`src/rtl/cordic_fu_sequencer.sv`:
```
// Hyperbolic CORDIC iteration sequencer: time-multiplexes one shared add/shift FU
// over the x and y updates of each micro-rotation and tracks the z residue locally.
module cordic_fu_sequencer #(
    parameter int DWIDTH   = 16,
    parameter int MAXSHIFT = 16
) (
    input  logic                          iClk,
    input  logic                          iRstN,
    input  logic                          iValid,
    output logic                          oReady,
    input  logic [DWIDTH-1:0]             iX,
    input  logic [DWIDTH-1:0]             iY,
    input  logic [DWIDTH-1:0]             iZ,
    output logic                          oValid,
    input  logic                          iReady,
    output logic [DWIDTH-1:0]             oX,
    output logic [DWIDTH-1:0]             oY,
    output logic [DWIDTH-1:0]             oZ,
    output logic [DWIDTH-1:0]             oFuData1,
    output logic [DWIDTH-1:0]             oFuData2,
    output logic                          oFuSign,
    output logic                          oFuBypass,
    output logic [$clog2(MAXSHIFT+1)-1:0] oFuShift,
    input  logic [DWIDTH-1:0]             iFuResult,
    input  logic [DWIDTH-1:0]             iAtanh
);
    localparam int SW = $clog2(MAXSHIFT + 1);

    // Repeat indices follow i(n+1) = 3*i(n) + 1 starting at 4.
    function automatic int count_rep();
        int n;
        int v;
        n = 0;
        v = 4;
        for (int k = 0; k < 8; k++) begin
            if (v <= MAXSHIFT) n++;
            v = 3 * v + 1;
        end
        return n;
    endfunction

    function automatic logic is_rep(input logic [SW-1:0] i);
        logic r;
        int   v;
        r = 1'b0;
        v = 4;
        for (int k = 0; k < 8; k++) begin
            if (v <= MAXSHIFT && int'(i) == v) r = 1'b1;
            v = 3 * v + 1;
        end
        return r;
    endfunction

    localparam int NSTEP = MAXSHIFT + count_rep();
    localparam int STW   = $clog2(NSTEP + 1);

    typedef enum logic [1:0] {IDLE, XPH, YPH, DONE} state_t;

    state_t            state_q, state_d;
    logic [DWIDTH-1:0] x_q, x_d, y_q, y_d, z_q, z_d, xtmp_q, xtmp_d;
    logic [STW-1:0]    step_q, step_d;
    logic [SW-1:0]     shift_q, shift_d;
    logic              rep_q, rep_d;
    logic              neg;

    // z only changes on the YPH edge, so its sign is steady for the whole step.
    assign neg = z_q[DWIDTH-1];

    always_ff @(posedge iClk or negedge iRstN) begin
        if (!iRstN) state_q <= IDLE;
        else        state_q <= state_d;
    end

    always_comb begin
        state_d = state_q;
        case (state_q)
            IDLE:    if (iValid) state_d = XPH;
            XPH:     state_d = YPH;
            YPH:     state_d = (step_q == STW'(NSTEP)) ? DONE : XPH;
            DONE:    if (iReady) state_d = IDLE;
            default: state_d = IDLE;
        endcase
    end

    always_comb begin
        oReady    = (state_q == IDLE);
        oValid    = (state_q == DONE);
        oFuBypass = 1'b1;
        oFuSign   = 1'b0;
        oFuShift  = '0;
        oFuData1  = x_q;
        oFuData2  = y_q;
        if (state_q == XPH || state_q == YPH) begin
            oFuBypass = 1'b0;
            oFuSign   = neg;
            oFuShift  = shift_q;
            if (state_q == YPH) begin
                oFuData1 = y_q;
                oFuData2 = x_q;
            end
        end
    end

    assign oX = x_q;
    assign oY = y_q;
    assign oZ = z_q;

    always_comb begin
        x_d     = x_q;
        y_d     = y_q;
        z_d     = z_q;
        xtmp_d  = xtmp_q;
        step_d  = step_q;
        shift_d = shift_q;
        rep_d   = rep_q;
        case (state_q)
            IDLE: begin
                if (iValid) begin
                    x_d     = iX;
                    y_d     = iY;
                    z_d     = iZ;
                    step_d  = STW'(1);
                    shift_d = SW'(1);
                    rep_d   = 1'b0;
                end
            end
            XPH: xtmp_d = iFuResult;
            YPH: begin
                y_d    = iFuResult;
                x_d    = xtmp_q;
                z_d    = neg ? z_q + iAtanh : z_q - iAtanh;
                step_d = step_q + STW'(1);
                // A repeat index holds i for exactly one extra step.
                if (is_rep(shift_q) && !rep_q) begin
                    rep_d = 1'b1;
                end else begin
                    rep_d   = 1'b0;
                    shift_d = shift_q + SW'(1);
                end
            end
            default: ;
        endcase
    end

    always_ff @(posedge iClk or negedge iRstN) begin
        if (!iRstN) begin
            x_q     <= '0;
            y_q     <= '0;
            z_q     <= '0;
            xtmp_q  <= '0;
            step_q  <= '0;
            shift_q <= '0;
            rep_q   <= 1'b0;
        end else begin
            x_q     <= x_d;
            y_q     <= y_d;
            z_q     <= z_d;
            xtmp_q  <= xtmp_d;
            step_q  <= step_d;
            shift_q <= shift_d;
            rep_q   <= rep_d;
        end
    end
endmodule

```
`config.mk`:
```
export PLATFORM = sky130hd
export DESIGN_NAME = cordic_fu_sequencer
export DESIGN_NICKNAME = d
export VERILOG_FILES = /design/src/rtl/cordic_fu_sequencer.sv
export SDC_FILE = /design/constraint.sdc
export NUM_CORES = 1
export LEC_CHECK = 0
export CAP_MARGIN = 20
export CORE_ASPECT_RATIO = 1.25
export CORE_UTILIZATION = 42
export DETAILED_ROUTE_END_ITERATION = 10
export HOLD_SLACK_MARGIN = 0.15
export PLACE_DENSITY = 0.75
export SKIP_LAST_GASP = 1
export SLEW_MARGIN = 25
export SYNTH_ARGS = -nofsm -noshare
export SYNTH_HDL_FRONTEND = slang
export SYNTH_SLANG_ARGS = --single-unit
export TNS_END_PERCENT = 20
```
`constraint.sdc`:
```
create_clock -name iClk -period 2.6 [get_ports iClk]
set_input_delay 0.65 -clock iClk [delete_from_list [all_inputs] [get_ports iClk]]
set_output_delay 0.65 -clock iClk [all_outputs]
set_load 0.02 [all_outputs]
```
Yosys cells after proc, flatten, opt, wreduce, memory -nomap -nowiden

Cells that the tools add are included.

Register bits after elaboration: 77
Logic and storage cells: 57
Input port bits: 84
Output and inout port bits: 89

Multiplexer cells: 28
Add/subtract/negate cells: 4
Reduce and logical (&&, ||, !) cells: 8
Equal/unequal tests: 9

Operators with widths:

| operator              | number |
|---|---|
| $mux W16              | 8 |
| $pmux W16 S2          | 3 |
| $pmux W5 S2           | 2 |
| $add A16 B16 Y16      | 1 |
| $sub A16 B16 Y16      | 1 |
| $mux W5               | 3 |
| $add A5 B1 Y5 const B | 2 |
| $eq A5 B5 Y1 const B  | 2 |
| $pmux W2 S4           | 1 |
| $mux W1               | 7 |
| $mux W2               | 3 |
| $eq A5 B4 Y1 const B  | 1 |
| $eq A2 B2 Y1 const B  | 2 |
| $ne A2 B2 Y1 const B  | 2 |
| $reduce_and A2 Y1     | 2 |
| $reduce_and A3 Y1     | 1 |
| $eq A2 B1 Y1 const B  | 1 |
| $logic_not A2 Y1      | 1 |
| $ne A2 B1 Y1 const B  | 1 |
| $pmux W1 S2           | 1 |
| $reduce_bool A2 Y1    | 1 |
| $logic_and A1 B1 Y1   | 1 |
| $logic_not A1 Y1      | 1 |
| $logic_or A1 B1 Y1    | 1 |

Depth between registers and ports, before layout

Gate-level depths: netlist of the first run.

Word-level depth: 7
Mapped depth: 13
Gate-level depth less buffers: 13

Least setup slack after synthesis of the first run

OpenSTA, ideal clock, no wires.

Path type: input to register
Start: in iAtanh[5]
End: reg z_q[15], in the netlist oZ[15]
Data arrival time: 2.935 ns
Setup slack: -0.439 ns
Setup time: 0.104 ns
Required time: 2.496 ns
Buffers on the path: 0
Stages: 12
Cells stage by stage: nor4_2 > and2_1 > nor3b_1 > a21oi_1 > xor2_1 > ha_1 > nand4_1 > nor3_1 > o21ai_1 > or3b_1 > xnor2_1 > a221oi_1

Word-level cells in the longest chain between the ends: 3
Elaborated cells on any way between the ends: 4
Classes of those cells: 2 x add/sub; 2 x mux

RTL lines:

| what                                                        | RTL line | source |
|---|---|---|
| from (decl)                                                 | 25       | `input logic [DWIDTH-1:0] iAtanh` |
| $sub A16 B16 Y16 / $add A16 B16 Y16 (equally long branches) | 131      | `z_d = neg ? z_q + iAtanh : z_q - iAtanh;` |
| $mux W16 *                                                  | 131      |  |
| $pmux W16 S2 *                                              | 116      | `case (state_q)` |
| to (signal assigned)                                        | 157      | `z_q <= z_d;` |
| to (decl)                                                   | 60       | `logic [DWIDTH-1:0] x_q, x_d, y_q, y_d, z_q, z_d, xtmp_q, xtmp_d;` |

Mark *: on every way between the ends. The rest lies on a longest branch, timed or not.
A chain may end at the register's enable or synchronous reset.

Final worst setup path of the first run

Ends and elaborated chain as after synthesis.

==> out/qor.csv, run 1 <==
stage,metric,value,unit
run_status,result of the run,"finished, violations left",
run_status,violated checks,negative setup slack,
logic_synthesis,top post-synthesis cells by area,"sky130_fd_sc_hd__dfrtp_1 38%, sky130_fd_sc_hd__mux2_2 11%, sky130_fd_sc_hd__ha_1 7.1%",
timing,setup skew after layout,0.00393,ns
logic_synthesis,most common flop cell mapped by yosys,sky130_fd_sc_hd__dfrtp_1,
pwr,power share of the clock group,0.096,
timing,unrepaired setup endpoints after global routing,true,
clock_network,Num CTS Buffers,9,
logic_synthesis,syn nets,647,
clock_network,cell chosen for the clock root,sky130_fd_sc_hd__clkbuf_16,
placed_design,# port buffers,172,
setup_path,highest net fanout along the worst path,4,
timing,time the final worst path needs with I/O delays and setup,2.86,ns
drt,ratio of routed vias to standard cells,5.63,
global_routing,vias in the first global route,5384,
global_routing,number of antenna violations at the first check in global routing,0,
timing,final period utilization,1.10,
logic_synthesis,count of yosys warnings during synthesis,0,
floorplanning,total core area,11700,sq um
cells_and_area,number of nets in the layout,872,
placed_design,worst setup slack before clock tree synthesis,-0.971,ns
clock_network,largest buffer count on any clock path,2,
run,max-cap violation count,0,
timing,pin slew with the least headroom to its limit,0.561,ns
cells_and_area,Non-Filler Instances,924,
cells_and_area,fraction of final layout cells sized beyond drive strength 1,0.245,
timing,worst slew margin relative to its limit,0.626,
setup_path,critical path arrival,3.11,ns
cells_and_area,diode count,0,
timing,Max Transition Viols Final,0,
setup_path,data required time of the critical path,2.85,ns
floorplanning,starting density of the core,0.434,
timing,final number of hold-violating endpoints,0,
cells_and_area,area delta synth->final,56.0,%
logic_synthesis,count of flip-flops with a built-in enable after synthesis,0,
placed_design,Final GP Congestion,0.925,
setup_path,Setup crit end kind,flop,
floorplanning,floorplan die area,12600,sq um
timing,Final TNS setup,-6.08,ns
setup_path,launch point of the worst reg-to-reg path,oZ[15],
setup_path,cells along the critical path,buf_8 -> nor4_4 -> and2_4 -> nor3b_4 -> a21oi_2 -> xor2_1 -> ha_1 -> nand4_1 -> nor3_1 -> o21ai_1 -> or3b_4 -> xnor2_2 -> a221oi_2,
pwr,switching fraction of total power,0.443,
setup_path,source of the critical timing path,iAtanh[5],
pwr,post-layout power,12.3,mW
setup_path,Critical Path Start Type,input port,
setup_path,Crit Path Class,input port to flop,
pwr,power spent charging and discharging nets,5.43,mW
placed_design,total instance count after detailed placement,899,
logic_synthesis,Cell variety after synth,51,
floorplanning,Die H,125,microns
setup_path,biggest cell delay along the critical path,0.40,ns
global_routing,GRT Overall Usage,0.267,
setup_path,cell with the biggest individual delay on the critical path,sky130_fd_sc_hd__or3b_4,
timing,final setup violation count,35,
placed_design,placed wire-length estimate after detailed placement,11800,microns
floorplanning,horizontal extent of the die,100,microns
setup_path,Critical Path Sink,oZ[15],
clock_network,clock transition at the registers of the reported paths,0.06,ns
logic_synthesis,sequential fraction of the synthesis area,0.378,
floorplanning,Top Ports,173,
logic_synthesis,fraction of registers with async set/reset,1.00,
pwr,sequential share of power,0.197,
pwr,Leakage,3.29,nW
clock_network,number of hold buffers added after CTS,0,
timing,Max Fclk,350,MHz
pwr,Int Power,6.84,mW
clock_network,clock tree from TritonCTS,built,
logic_synthesis,cell count after synthesis,533,
clock_network,number of H-tree levels,3,
drt,Starting DRT DRC Count,184,
logic_synthesis,total standard cell area after synthesis,5090,sq um
drt,Post-route DRC,0,
global_routing,GRT overflow,0,
hold_path,type of the tightest min-delay check,input port to asynchronous set/reset pin,
pwr,Max IR drop VDD,819,uV
setup_path,Worst R2R Setup Slack,-0.04,ns
drt,remaining antenna violation count,0,
clock_network,Sinks on Clock Net,77,
logic_synthesis,post-synth top area cell,sky130_fd_sc_hd__dfrtp_1,
drt,average detailed-routed wire length per instance,18.0,microns
logic_synthesis,post-synthesis sequential element count,77,
floorplanning,number of rows in the core area,44,
setup_path,Reg2Reg Depth,10,
pwr,combinational cell fraction of total power,0.707,
drt,detailed-router iteration count before antenna repair,5,
logic_synthesis,fraction of synthesized cell area taken by the top area cell type,0.378,
global_routing,largest net degree at the start of global routing,40,
drt,via count,5204,
global_routing,global-route wire length before repair,26600,microns
timing,setup ws final,-0.260,ns
clock_network,clock latency on the worst-skew pair,0.34,ns
pwr,power density over the cells,1540,nW/um^2
drt,total routed wirelength,16600,microns
logic_synthesis,mean instance size in the synthesized netlist,9.55,sq um
setup_path,endpoint of the lowest-slack register-to-register path,oZ[15],
-- cells by family after synthesis --
logic type / count (synthesis) / synth area share
xor+xnor: 28 / 0.0482
compound gates: 180 / 0.223
buf+inv: 46 / 0.0349
flops: 77 / 0.378
fa+ha+maj: 30 / 0.0752
simple gates: 114 / 0.114
mux: 58 / 0.127
-- critical path, delay by kind of cell --
family	cells	cell delay, ns
AO/OA/AOI/OAI	3	0.37
XOR/XNOR	2	0.31
adder cells (fa/ha/maj)	1	0.33
buffers and inverters	1	0.10
AND/OR/NAND/NOR	6	1.33
-- metrics by stage --
stage          utilization  cell area (sq um)  hold slack, ns
2_1_floorplan            -               5110           0.354
3_3_place_gp         0.635               7440           0.459
3_5_place_dp         0.635               7440           0.482
4_1_cts              0.670               7860           0.316
5_1_grt              0.677               7940           0.343
6_report             0.677               7940           0.310
-- repair_timing --
| action | in CTS | in global routing |
|---|---|---|
| buffers inserted | 7 | 2 |
| setup endpoints to repair | 51 | 50 |
| endpoints found under the hold margin | 0 | 0 |
| gates resized for setup | 78 | 16 |
| pin swaps | 45 | 8 |
| cloned | 0 | 1 |
-- how the worst min path moves through the flow --
stage	cells past startpoint	endpoint	slack, ns
after detailed placement	2	rep_q	0.48
after global placement	2	rep_q	0.46
after floorplan	0	oX[0]	0.35
final	1	oZ[14]	0.31
after CTS	1	oZ[12]	0.32
after global routing	1	shift_q[1]	0.34
-- registers in the layout (all words and copies together), names as in the netlist --
name / cells
step_q: 5
shift_q: 5
xtmp_q: 16
oY: 16
oX: 16
rep_q: 1
oZ: 16
state_q: 2
-- cells in the final DEF (no fill, tap or decap), drive strengths merged, types with 2 or more instances in the layout --
| cell | netlist | layout |
|---|---|---|
| a21o | 5 | 5 |
| a21oi | 53 | 53 |
| a221oi | 8 | 8 |
| a31oi | 7 | 7 |
| and2 | 5 | 5 |
| buf | 10 | 85 |
| clkbuf | 24 | 13 |
| clkdlybuf4s50 | 0 | 148 |
| clkinv | 0 | 3 |
| dfrtp | 77 | 77 |
| dlygate4sd2 | 0 | 4 |
| dlymetal6s2s | 0 | 9 |
| ha | 29 | 29 |
| inv | 12 | 12 |
| mux2 | 50 | 50 |
| mux2i | 8 | 8 |
| nand2 | 26 | 26 |
| nand2b | 3 | 3 |
| nand3 | 6 | 6 |
| nand3b | 12 | 12 |
| nand4 | 5 | 5 |
| nor2 | 35 | 35 |
| nor2b | 5 | 5 |
| nor3 | 8 | 8 |
| nor4 | 3 | 3 |
| o21a | 4 | 4 |
| o21ai | 28 | 28 |
| o21bai | 2 | 2 |
| o221ai | 2 | 2 |
| o22a | 4 | 4 |
| o22ai | 58 | 58 |
| or3 | 2 | 2 |
| xnor2 | 8 | 8 |
| xor2 | 20 | 20 |
-- synth_stat cells (all sizes together), types with 5 or more instances --
cell type,n
nand3,6
ha,29
a21o,5
nand3b,12
o22ai,58
buf,10
nor2b,5
nand4,5
mux2i,8
a221oi,8
mux2,50
a31oi,7
a21oi,53
and2,5
xnor2,8
nand2,26
o21ai,28
clkbuf,24
inv,12
xor2,20
nor3,8
dfrtp,77
nor2,35
-- cell type report --
cell class,instances,area [sq um]
fillers,931,3780
multi-input cells,410,3130
repair buffers,248,2360
flip-flops and latches,77,1930
clock buffers,12,256
well taps,161,201
inverters,12,45.0
clock inverters,4,22.5
-- per-layer routing --
layer	share of wire	GRT usage
met5	0	0
met3	0.058	0.0531
met1	0.41	0.311
met2	0.51	0.472
met4	0.024	0.110
-- power by group through the flow --
stage | clock network (mW) | logic (mW) | registers [mW]
4_1_cts | 1.21 | 8.54 | 2.41
2_1_floorplan | 0 | 4.52 | 2.68
6_report | 1.18 | 8.67 | 2.42
5_1_grt | 1.25 | 9.30 | 2.51
3_3_place_gp | 0 | 8.03 | 2.38
3_5_place_dp | 0 | 8.20 | 2.43
Note: power is estimated with default switching activity, not from simulation.
==> run 2: changes to the inputs <==
--- a/config.mk
+++ b/config.mk
@@ -9,6 +9,8 @@
 export CORE_ASPECT_RATIO = 1.25
-export CORE_UTILIZATION = 42
+export CORE_MARGIN = 8
+export CORE_UTILIZATION = 43
+export CTS_BUF_LIST = sky130_fd_sc_hd__clkbuf_4
 export DETAILED_ROUTE_END_ITERATION = 10
 export HOLD_SLACK_MARGIN = 0.15
-export PLACE_DENSITY = 0.75
+export PLACE_DENSITY = 0.76
 export SKIP_LAST_GASP = 1
==> constraint.sdc (replaced) <==
create_clock -name iClk -period 2.6 [get_ports iClk]
set_input_delay 0.52 -clock iClk [delete_from_list [all_inputs] [get_ports iClk]]
set_output_delay 0.52 -clock iClk [all_outputs]
set_load 0.02 [all_outputs]
==> run 2 against run 1 <==
Sequential cell count is the same. Sequential share of layout area grew 0.79 points. Combinational power shrank 2.4%. Global-route usage shrank 4.4 points. Largest cell class unchanged. Final cell count shrank 2.7%. Power shrank 5.5%. The run still ends with negative setup slack left. Clock skew grew 0.011 ns. Design area shrank 3.1%. Sequential power is essentially flat. Die area grew 24%. Critical path depth shrank 1.
==> out/qor.csv, run 2 (synthesis gave the netlist of run 1 again) <==
stage,metric,value,unit
clock_network,Sinks on Clock Net,77,
timing,final setup violation count,35,
clock_network,clock tree from TritonCTS,built,
timing,Final TNS setup,-0.754,ns
cells_and_area,Register Area,1930,sq um
timing,pin slew with the least headroom to its limit,0.717,ns
global_routing,number of antenna violations at the first check in global routing,0,
global_routing,GRT Overall Usage,0.223,
run,max-cap violation count,0,
cells_and_area,multi-input combinational cell area,3150,sq um
drt,remaining antenna violation count,0,
setup_path,Worst R2R Setup Slack,0.03,ns
cells_and_area,Final Core Density,0.666,
cells_and_area,"most common cell after layout, fill and taps aside",sky130_fd_sc_hd__clkdlybuf4s50_1,
clock_network,number of H-tree levels,3,
timing,final-layout worst hold slack,0.516,ns
clock_network,largest buffer count on any clock path,2,
cells_and_area,number of nets in the layout,871,
setup_path,Critical Path Start Type,input port,
pwr,Leakage,3.16,nW
global_routing,vias in the first global route,5662,
timing,worst slew margin relative to its limit,0.522,
placed_design,# port buffers,172,
pwr,Max IR drop VDD,708,uV
timing,setup ws final,-0.0769,ns
setup_path,launch point of the worst reg-to-reg path,oZ[15],
drt,Starting DRT DRC Count,313,
timing,time the final worst path needs with I/O delays and setup,2.68,ns
clock_network,cell chosen for the clock root,sky130_fd_sc_hd__clkbuf_4,
global_routing,largest net degree at the start of global routing,78,
run_status,result of the run,"finished, violations left",
setup_path,data required time of the critical path,2.93,ns
cells_and_area,Non-Filler Instances,899,
drt,detailed-router iteration count before antenna repair,5,
drt,Post-route DRC,0,
global_routing,global-route wire length before repair,28200,microns
floorplanning,Top Ports,173,
floorplanning,floorplan die area,15600,sq um
setup_path,highest net fanout along the worst path,4,
timing,Max Fclk,374,MHz
setup_path,Setup crit end kind,flop,
floorplanning,number of rows in the core area,44,
cells_and_area,number of filler cells placed in the layout,918,
timing,setup skew after layout,0.0145,ns
setup_path,endpoint of the lowest-slack register-to-register path,oZ[14],
floorplanning,horizontal extent of the die,113,microns
floorplanning,total core area,11600,sq um
setup_path,Critical Path Sink,oZ[15],
drt,total routed wirelength,17700,microns
clock_network,clock transition at the registers of the reported paths,0.13,ns
pwr,power density over the cells,1510,nW/um^2
clock_network,Num CTS Buffers,9,
drt,ratio of routed vias to standard cells,5.83,
timing,Max Transition Viols Final,0,
run_status,violated checks,negative setup slack,
placed_design,total instance count after detailed placement,872,
floorplanning,Die H,138,microns
floorplanning,starting density of the core,0.440,
timing,final number of hold-violating endpoints,0,
cells_and_area,area delta synth->final,51.2,%
drt,average detailed-routed wire length per instance,19.7,microns
cells_and_area,fraction of final layout cells sized beyond drive strength 1,0.247,
setup_path,Reg2Reg Depth,8,
setup_path,critical path arrival,3.01,ns
cells_and_area,diode count,0,
drt,via count,5243,
global_routing,GRT overflow,0,
placed_design,worst setup slack before clock tree synthesis,-0.831,ns
timing,unrepaired setup endpoints after global routing,true,
timing,final period utilization,1.03,
placed_design,Final GP Congestion,0.975,
cells_and_area,"commonest non-fill, non-tap cells in the layout","127 x sky130_fd_sc_hd__clkdlybuf4s50_1, 76 x sky130_fd_sc_hd__dfrtp_1, 70 x sky130_fd_sc_hd__buf_4, 58 x sky130_fd_sc_hd__o22ai_1, 49 x sky130_fd_sc_hd__mux2_2",
clock_network,clock latency on the worst-skew pair,0.43,ns
hold_path,type of the tightest min-delay check,flop to flop,
setup_path,Crit Path Class,input port to flop,
placed_design,placed wire-length estimate after detailed placement,12800,microns
setup_path,source of the critical timing path,iAtanh[10],
## run 2: through the flow
step	power (mW)	area (sq um)
after CTS	11.4	7560
final	11.6	7700
after floorplan	7.20	5110
after detailed placement	10.7	7360
after global placement	10.4	7360
after global routing	12.4	7700
## run 2: worst min path at each step
stage / cells past startpoint / endpoint / startpoint
floorplan: 0 / oX[0] / iRstN
global placement: 2 / rep_q / rep_q
detailed placement: 2 / rep_q / rep_q
CTS: 1 / oX[13] / iRstN
global route: 2 / rep_q / rep_q
finish: 2 / rep_q / rep_q
## run 2: power breakdown
part	internal (mW)	leakage [nW]	switching [mW]
clock network	0.308	0.0689	0.426
registers	1.78	0.882	0.624
logic	4.06	2.20	4.39
total	6.16	3.16	5.44
## run 2: metal layers
metal / vias up / wire, microns / global-route usage / share of wire
li1: 2434 / - / - / -
met1: 2550 / 6710 / 0.239 / 0.38
met2: 219 / 9320 / 0.419 / 0.53
met3: 40 / 1310 / 0.0548 / 0.074
met4: 0 / 373 / 0.0720 / 0.021
met5: - / 0 / 0 / 0
## run 2: final cells by class
cell class	count	share of cell area
timing repair buffer	247	0.295
sequential	77	0.250
multi-input combinational	410	0.409
clock inverter	4	0.00650
inverter	12	0.00585
clock buffer	11	0.0107
tap	138	0.0224
## run 2: timing repair
item                                   CTS  global route
setup buffers                            4             6
setup endpoints to repair               49            45
pin swaps                               19            28
gates resized for setup                 68            34
endpoints found under the hold margin    0             1
hold buffers                             0             1
cloned                                   1             0
## run 2: worst max-delay path, cell delays in order
cell and delay [ns]:
sky130_fd_sc_hd__clkdlybuf4s50_1 0.46, sky130_fd_sc_hd__nand2b_4 0.18, sky130_fd_sc_hd__nor3b_4 0.25, sky130_fd_sc_hd__nor2_2 0.07
sky130_fd_sc_hd__xor2_1 0.18, sky130_fd_sc_hd__ha_1 0.36, sky130_fd_sc_hd__nand4_1 0.17, sky130_fd_sc_hd__nor3_2 0.05
sky130_fd_sc_hd__o21ai_1 0.06, sky130_fd_sc_hd__or3b_1 0.36, sky130_fd_sc_hd__xnor2_1 0.13, sky130_fd_sc_hd__a221oi_1 0.23
==> run 3: changes to the inputs <==
- CORE_ASPECT_RATIO: 1.25 -> 2
- PLACE_DENSITY: 0.76 -> 0.9
==> run 3 against run 2 <==
The flow still finishes with violations (negative setup slack). Fmax shrank 2.4%. Clock skew barely moved. Design area grew 2.3%. Via count increased by 2.9%. Critical path type unchanged. Non-clock buffer count rose by 4. Sequential power increased by 2%. Sequential share of layout area decreased by 0.55 points. Wire length increased by 9.7%. Die area is 1.2% higher. Largest cell class unchanged. Critical path depth rose by 2. Utilization up 1.1 points. Combinational power rose by 5.0%.
==> out/qor.csv, run 3 (synthesis gave the netlist of run 1 again) <==
stage,metric,value,unit
timing,final setup violation count,4,
cells_and_area,final standard cell area without fillers,7880,sq um
timing,Max Transition Viols Final,0,
setup_path,launch point of the worst reg-to-reg path,oZ[15],
drt,Post-route DRC,0,
pwr,post-layout power,12.1,mW
global_routing,global-route wire length before repair,29900,microns
timing,time the final worst path needs with I/O delays and setup,2.74,ns
setup_path,Critical Path Start Type,input port,
setup_path,critical path arrival,3.09,ns
global_routing,GRT overflow,0,
setup_path,cells along the critical path,clkdlybuf4s15_1 -> nor4_4 -> buf_4 -> buf_4 -> nand4_1 -> nand2b_1 -> xnor2_2 -> ha_1 -> nand4_1 -> nor3_1 -> o21ai_1 -> or3b_4 -> xnor2_2 -> a221oi_2,
drt,via count,5394,
drt,total routed wirelength,19400,microns
timing,worst slew margin relative to its limit,0.505,
drt,average detailed-routed wire length per instance,21.3,microns
placed_design,placed wire-length estimate after detailed placement,13700,microns
cells_and_area,Non-Filler Instances,912,
drt,wire length on met3,1210,microns
clock_network,Num CTS Buffers,9,
hold_path,launch instance of the worst min-delay path,rep_q,
clock_network,Sinks on Clock Net,77,
drt,ratio of routed vias to standard cells,5.91,
timing,Max Fclk,364,MHz
timing,final number of hold-violating endpoints,0,
hold_path,type of the tightest min-delay check,flop to flop,
drt,Starting DRT DRC Count,335,
clock_network,number of H-tree levels,3,
pwr,Leakage,3.26,nW
timing,setup ws final,-0.144,ns
setup_path,source of the critical timing path,iAtanh[9],
cells_and_area,area delta synth->final,54.7,%
pwr,Max IR drop VDD,869,uV
cells_and_area,"most common cell after layout, fill and taps aside",sky130_fd_sc_hd__clkdlybuf4s50_1,
floorplanning,Die H,170,microns
clock_network,largest buffer count on any clock path,2,
drt,remaining antenna violation count,0,
setup_path,Setup crit end kind,flop,
floorplanning,number of rows in the core area,56,
setup_path,data required time of the critical path,2.94,ns
timing,setup skew after layout,0.0150,ns
run,max-cap violation count,0,
drt,detailed-router iteration count before antenna repair,5,
floorplanning,starting density of the core,0.438,
global_routing,number of antenna violations at the first check in global routing,1,
timing,final-layout worst hold slack,0.513,ns
cells_and_area,Final Core Density,0.677,
setup_path,Worst path top cell family by delay,simple AND/OR/NAND/NOR gates,
clock_network,clock latency on the worst-skew pair,0.43,ns
cells_and_area,Register Area,1930,sq um
pwr,power density over the cells,1540,nW/um^2
floorplanning,horizontal extent of the die,93.0,microns
drt,met2 WL post-DR,10500,microns
placed_design,total instance count after detailed placement,883,
timing,unrepaired setup endpoints after global routing,true,
clock_network,clock tree from TritonCTS,built,
cells_and_area,multi-input combinational cell area,3250,sq um
setup_path,Crit Path Class,input port to flop,
placed_design,# port buffers,172,
timing,final period utilization,1.06,
floorplanning,Top Ports,173,
placed_design,Final GP Congestion,0.954,
setup_path,cell with the biggest individual delay on the critical path,sky130_fd_sc_hd__or3b_4,
cells_and_area,"commonest non-fill, non-tap cells in the layout","125 x sky130_fd_sc_hd__clkdlybuf4s50_1, 75 x sky130_fd_sc_hd__dfrtp_1, 73 x sky130_fd_sc_hd__buf_4, 58 x sky130_fd_sc_hd__o22ai_1, 48 x sky130_fd_sc_hd__mux2_2",
drt,top layer in use,met4,
floorplanning,total core area,11600,sq um
setup_path,Worst R2R Setup Slack,-0.05,ns
clock_network,cell chosen for the clock root,sky130_fd_sc_hd__clkbuf_4,
global_routing,GRT Overall Usage,0.239,
setup_path,biggest cell delay along the critical path,0.40,ns
cells_and_area,fraction of final layout cells sized beyond drive strength 1,0.273,
drt,total routed wire length on the met1 layer,6620,microns
cells_and_area,number of filler cells placed in the layout,916,
floorplanning,floorplan die area,15800,sq um
global_routing,largest net degree at the start of global routing,78,
cells_and_area,number of nets in the layout,875,
setup_path,crit path buf inv count,3,
clock_network,clock transition at the registers of the reported paths,0.14,ns
global_routing,vias in the first global route,5848,
setup_path,highest net fanout along the worst path,3,
timing,pin slew with the least headroom to its limit,0.742,ns
run_status,result of the run,"finished, violations left",
placed_design,placed standard-cell area,7400,sq um
run_status,violated checks,negative setup slack,
-- run 3: what timing repair did --
action | CTS | global route
gates resized for setup | 70 | 62
buffers inserted | 6 | 3
pin swaps | 30 | 41
gates cloned | 1 | 1
hold endpoints to repair | 0 | 21
hold buffers | 0 | 1
endpoints found under the setup margin | 48 | 47
-- run 3: worst paths after layout --
check,to,depth (start not counted)
worst min register to register,rep_q,2
worst max register to register,oZ[15],11
worst max-delay path,oZ[15],14
min in group asynchronous,shift_q[2],2
max in group asynchronous,state_q[1],2
worst min-delay path,rep_q,2
-- run 3: area by class of cell --
type	count	share of cell area
Multi-Input combinational cell	410	0.413
Timing Repair Buffer	251	0.294
Sequential cell	77	0.245
Tap cell	145	0.0230
Clock inverter	7	0.0102
Clock buffer	9	0.00858
Inverter	12	0.00572
Antenna cell	1	0.000318
-- run 3: worst reg2reg max path, cell delays in order (launching register included) --
cell and delay, ns:
sky130_fd_sc_hd__dfrtp_2 0.54, sky130_fd_sc_hd__buf_8 0.18, sky130_fd_sc_hd__buf_4 0.15, sky130_fd_sc_hd__a21oi_2 0.14, sky130_fd_sc_hd__xor2_1 0.21, sky130_fd_sc_hd__ha_1 0.32, sky130_fd_sc_hd__nand4_1 0.13, sky130_fd_sc_hd__nor3_1 0.05
sky130_fd_sc_hd__o21ai_1 0.07, sky130_fd_sc_hd__or3b_4 0.40, sky130_fd_sc_hd__xnor2_2 0.15, sky130_fd_sc_hd__a221oi_2 0.23
-- run 3: per-layer routing --
| layer | vias to the layer above | global-route usage |
|---|---|---|
| met3 | 94 | 0.0521 |
| met1 | 2601 | 0.231 |
| met2 | 247 | 0.439 |
| li1 | 2452 | - |
| met4 | 0 | 0.157 |
| met5 | - | 0 |
-- run 3: power by group --
part / leakage (nW) / switching (mW) / internal, mW
Combinational: 2.30 / 4.62 / 4.26
Sequential: 0.881 / 0.669 / 1.78
Clock: 0.0792 / 0.487 / 0.308
Total: 3.26 / 5.78 / 6.35
-- run 3: stage by stage --
step                      TNS (ns)  worst slack, ns
after floorplan             -0.505           -0.222
after global placement       -7.00           -0.749
after detailed placement     -8.11           -0.874
after CTS                   -0.925           -0.131
after global routing         -3.51           -0.262
final                       -0.202           -0.144
